--- src/rtl/drap_fetch_ctrl.sv ---
// drap_fetch_ctrl: PC sequencer for the DRAP instruction ROM with a 2-entry {data, pc} queue toward decode
module drap_fetch_ctrl #(
    parameter int                ADDR_W   = 7,
    parameter int                DATA_W   = 32,
    parameter logic [ADDR_W-1:0] RESET_PC = '0
) (
    input  logic              clk,
    input  logic              rst_n,
    input  logic              fetch_en,
    input  logic              redirect_valid,
    input  logic [ADDR_W-1:0] redirect_pc,
    output logic [ADDR_W-1:0] rom_addr,
    input  logic [DATA_W-1:0] rom_data,
    output logic              inst_valid,
    output logic [DATA_W-1:0] inst_data,
    output logic [ADDR_W-1:0] inst_pc,
    input  logic              inst_ready
);
    typedef enum logic {IDLE, RUN} state_t;

    localparam logic [ADDR_W-1:0] PC_STEP    = ADDR_W'(4);
    localparam logic [ADDR_W-1:0] ALIGN_MASK = ~ADDR_W'(3);

    state_t            state_q, state_d;
    logic [ADDR_W-1:0] pc_q, pc_d;
    logic              inflight_q, inflight_d;
    logic [ADDR_W-1:0] inflight_pc_q, inflight_pc_d;
    logic [DATA_W-1:0] head_data_q, head_data_d, tail_data_q, tail_data_d;
    logic [ADDR_W-1:0] head_pc_q, head_pc_d, tail_pc_q, tail_pc_d;
    logic [1:0]        count_q, count_d, rem;
    logic [2:0]        occ;
    logic              pop, push, issue;

    assign rom_addr   = pc_q;
    assign inst_valid = (count_q != 2'd0);
    assign inst_data  = head_data_q;
    assign inst_pc    = head_pc_q;

    // Issue credit, PC sequencing and queue update; a redirect overrides everything else
    always_comb begin
        pop           = inst_valid & inst_ready;
        push          = inflight_q & ~redirect_valid;
        occ           = 3'(count_q) + 3'(inflight_q) - 3'(pop);
        issue         = ((state_q == RUN) | fetch_en) & fetch_en & ~redirect_valid & (occ < 3'd2);
        state_d       = fetch_en ? RUN : IDLE;
        pc_d          = redirect_valid ? (redirect_pc & ALIGN_MASK) : issue ? pc_q + PC_STEP : pc_q;
        inflight_d    = issue;
        inflight_pc_d = issue ? pc_q : inflight_pc_q;
        rem           = count_q - 2'(pop);
        head_data_d   = (pop && count_q == 2'd2) ? tail_data_q : head_data_q;
        head_pc_d     = (pop && count_q == 2'd2) ? tail_pc_q : head_pc_q;
        tail_data_d   = tail_data_q;
        tail_pc_d     = tail_pc_q;
        if (push && rem == 2'd0) begin
            head_data_d = rom_data;
            head_pc_d   = inflight_pc_q;
        end
        if (push && rem == 2'd1) begin
            tail_data_d = rom_data;
            tail_pc_d   = inflight_pc_q;
        end
        count_d = redirect_valid ? 2'd0 : rem + 2'(push);
    end

    // State registers; reset drops every queued and in-flight word at once
    always_ff @(posedge clk or negedge rst_n) begin
        if (!rst_n) begin
            state_q       <= IDLE;
            pc_q          <= RESET_PC;
            inflight_q    <= 1'b0;
            inflight_pc_q <= '0;
            head_data_q   <= '0;
            head_pc_q     <= '0;
            tail_data_q   <= '0;
            tail_pc_q     <= '0;
            count_q       <= 2'd0;
        end else begin
            state_q       <= state_d;
            pc_q          <= pc_d;
            inflight_q    <= inflight_d;
            inflight_pc_q <= inflight_pc_d;
            head_data_q   <= head_data_d;
            head_pc_q     <= head_pc_d;
            tail_data_q   <= tail_data_d;
            tail_pc_q     <= tail_pc_d;
            count_q       <= count_d;
        end
    end
endmodule

--- config.mk ---
export PLATFORM = sky130hd
export DESIGN_NAME = drap_fetch_ctrl
export DESIGN_NICKNAME = d
export VERILOG_FILES = /design/src/rtl/drap_fetch_ctrl.sv
export SDC_FILE = /design/constraint.sdc
export NUM_CORES = 1
export LEC_CHECK = 0
export CAP_MARGIN = 20
export CORE_ASPECT_RATIO = 0.5
export CORE_MARGIN = 3
export CORE_UTILIZATION = 54
export CTS_CLUSTER_SIZE = 16
export DETAILED_ROUTE_END_ITERATION = 7
export PLACE_DENSITY = 0.89
export SYNTH_ARGS = -nofsm -noshare
export SYNTH_HDL_FRONTEND = slang
export SYNTH_SLANG_ARGS = --single-unit
--- constraint.sdc ---
create_clock -name clk -period 6.2 [get_ports clk]
set_clock_uncertainty 0.15 [all_clocks]
set_input_delay 1.24 -clock clk [delete_from_list [all_inputs] [get_ports clk]]
set_output_delay 1.24 -clock clk [all_outputs]
set_load 0.03 [all_outputs]
==> results_dict.tcl <==
set metrics [dict create \
    status "complete, no violations" \
    ys_seq_area_share_pct 54.7 \
    min_period_over_period_pct 64.9 \
    end_kind "register" \
    clock_latency_ns 0.33 \
    ys.flop_type "dfrtp_1" \
    seq_area_sq_um 2180 \
    die-area_sq_um 8490 \
    critPathLaunch "inst_ready" \
    layout_setup_ws_ns 2.17 \
    hold_path.class "register to register" \
    grt_pass1_vias 2769 \
    fillers 456 \
    vias_per_cell 5.35 \
    yosysMostFrequentCell "dfrtp_1" \
    n_antenna_cell 0 \
    critPathRequiredTime_ns 6.26 \
    die_height_microns 66.7 \
    synth_top_area_share_pct 54.7 \
    synth_area_leaders "dfrtp_1 55%, mux2_4 11%, mux2i_1 9.3%" \
    grt_pass1_wl_microns 13800 \
    gp_congestion 0.822 \
    htree_num_levels 3 \
    num_rows 21 \
    netlist_area_sq_um 3980 \
    rr_endpoint "tail_data_q[24]" \
    first_iter_violations 159 \
    cts_resized 0 \
    antenna_found_initial 0 \
    initial_core_util_pct 57.6 \
    worst_pin_slew_ns 1.02 \
    cts.hold.buffers_added 0 \
    ant_nets 0 \
    postSynthAreaPerCell_sq_um 12.9 \
    cts_tree "built" \
    rsz0062_at_grt "false" \
    syn_to_final_growth_pct 28.2 \
    cp_num_buf_inv 3 \
    crit_family "simple AND/OR/NAND/NOR gates" \
    hold_ws_ns 0.341 \
    dr.pass1.iters 4 \
    nets 441 \
    multiInputGateArea_sq_um 1620 \
    utilization_pct 73.8 \
    synth_seq_cells 87 \
    clkSinkCount 87 \
    setup_viol 0 \
    grt_max_degree 88 \
    cp.arrival_ns 4.09 \
    yosysUniqueCellTypes 34 \
    power.leakage_nw 2.45 \
    peakVddDrop_mv 0.226 \
    hold_violations 0 \
    min_period_ns 4.03 \
    synth_top_area_cell "dfrtp_1" \
    layout.cells.non_filler 486 \
    setup_tns_ns 0 \
    worstSetupPathType "input port to register" \
    gr-total-overflow 0 \
    clk_path_buf_depth 2 \
    synth_cells 309 \
    synth_edf_count 0 \
    post-place-cells 471 \
    path_depth 8 \
    vias 2598 \
    synth_common_cells "87 x dfrtp_1, 43 x nand2_1, 37 x mux2i_1" \
    grt_usage_pct 20.8 \
    ctsRootBufferMaster "clkbuf_16" \
    max-cap-violations 0 \
    cp_slowest_cell "nor3b_4" \
    drc_errors 0 \
    crit_end "tail_data_q[24]" \
    power_density_nw_per_um2 504 \
    start_kind "input port" \
    dpl.hpwl_microns 5580 \
    drive_above_1_share_pct 14.0 \
    crit_chain "clkdlybuf4s50_1 > and2_1 > ha_1 > inv_1 > ha_1 > nor3b_4 > buf_4 > mux2_1" \
    place_ws_ns 1.83 \
    r2r-start "count_q[1]" \
    critPathMaxStageDelay_ns 0.87 \
    synthArstFlopShare_pct 100 \
    rr_worst_depth 9 \
    slew-limit-headroom_pct 31.9 \
    post_drt_wl_per_cell_microns 17.0 \
    die_w_microns 127 \
    drt_wl_total_microns 8240 \
    timing.final.max_slew_violations 0 \
    clk_pin_slew_ns 0.06 \
    ios 91 \
    portBuffers 84 \
    coreArea_sq_um 6910 \
    cts_made_buffers 9 \
    rrSetupSlack_ns 2.92 \
    worstPathMaxFanout 17 \
    yosys_warnings 0 \
    fmax_mhz 248 \
    postCtsSetupBuffers 0 \
    crit_top_cell "ha_1" \
]
-- worst min path at each step --
stage,start,to,slack (ns),cells after the start
5_1_grt,tail_data_q[26],tail_data_q[26],0.36,1
3_5_place_dp,tail_data_q[26],tail_data_q[26],0.33,1
3_3_place_gp,tail_pc_q[6],tail_pc_q[6],0.32,1
2_1_floorplan,tail_data_q[24],tail_data_q[24],0.31,1
4_1_cts,tail_data_q[26],tail_data_q[26],0.34,1
6_report,tail_data_q[24],tail_data_q[24],0.34,1
-- where the power goes --
part	total, mW	internal, mW	switching, mW
sequential	0.963	0.810	0.152
clock	0.471	0.274	0.197
combinational	1.13	0.536	0.599
-- area by class of cell --
cell class              instances  area share [%]
multi-input cells             198            31.8
clock inverters                 2           0.196
well taps                      92            2.26
inverters                       6           0.442
repair buffers                 90            17.9
clock buffers                  11            4.76
flip-flops and latches         87            42.7
-- metal layers --
layer / track usage, % / wire length, microns
met4: 6.82 / 110
met3: 5.36 / 350
met2: 36.5 / 4270
met1: 25.5 / 3510
met5: 0 / 0
-- cell usage in the layout (no fill, tap or decap), types with 2 or more instances in the layout --
cell             synthesis  final
dfrtp_1                 87     87
clkdlybuf4s50_1          0     83
nand2_1                 43     43
mux2i_1                 37     37
mux2_4                  30     30
o21ai_1                 23     23
o21ai_0                 14     14
mux2_1                  12     12
clkbuf_16                0      9
inv_1                    6      6
buf_4                    8      5
nor2_1                   4      4
nand3_1                  4      4
or4_1                    4      4
ha_1                     4      4
conb_1                   1      4
o31ai_1                  2      2
a31oi_1                  2      2
o211ai_1                 2      2
clkinv_2                 0      2
-- worst reg2reg max path: cells and delay by family, from the launching register on --
kind,cells,cell delay [ns]
fa+ha+maj,2,0.56
buf+inv,3,0.55
flops,1,0.46
mux,1,0.34
simple gates,3,1.09
-- state kept, by name (all words and copies together) (netlist names) --
| register | cells |
|---|---|
| tail_data_q | 32 |
| inflight_pc_q | 5 |
| inst_pc | 5 |
| count_q | 2 |
| inst_data | 32 |
| rom_addr | 5 |
| tail_pc_q | 5 |
| inflight_q | 1 |
-- cell families (layout without fill, tap and decap cells) --
| logic type | after synthesis | in the layout | share of synthesized area [%] |
|---|---|---|---|
| buffers and inverters | 27 | 109 | 4.94 |
| xor gates and xnor gates | 2 | 2 | 0.629 |
| adders and majority gates | 5 | 5 | 1.76 |
| DFF | 87 | 87 | 54.7 |
| other | 1 | 4 | 0.0943 |
| and+or+nand+nor | 64 | 64 | 7.86 |
| AOI/OAI and AO/OA | 44 | 44 | 5.95 |
| muxes | 79 | 79 | 24.0 |
-- stage by stage --
| stage | cell area [sq um] | power, mW |
|---|---|---|
| detailed placement | 4800 | 2.10 |
| floorplan | 3990 | 1.70 |
| global route | 5100 | 2.72 |
| global placement | 4800 | 2.03 |
| CTS | 5060 | 2.59 |
| finish | 5100 | 2.57 |
(Power assumes the default switching activity.)
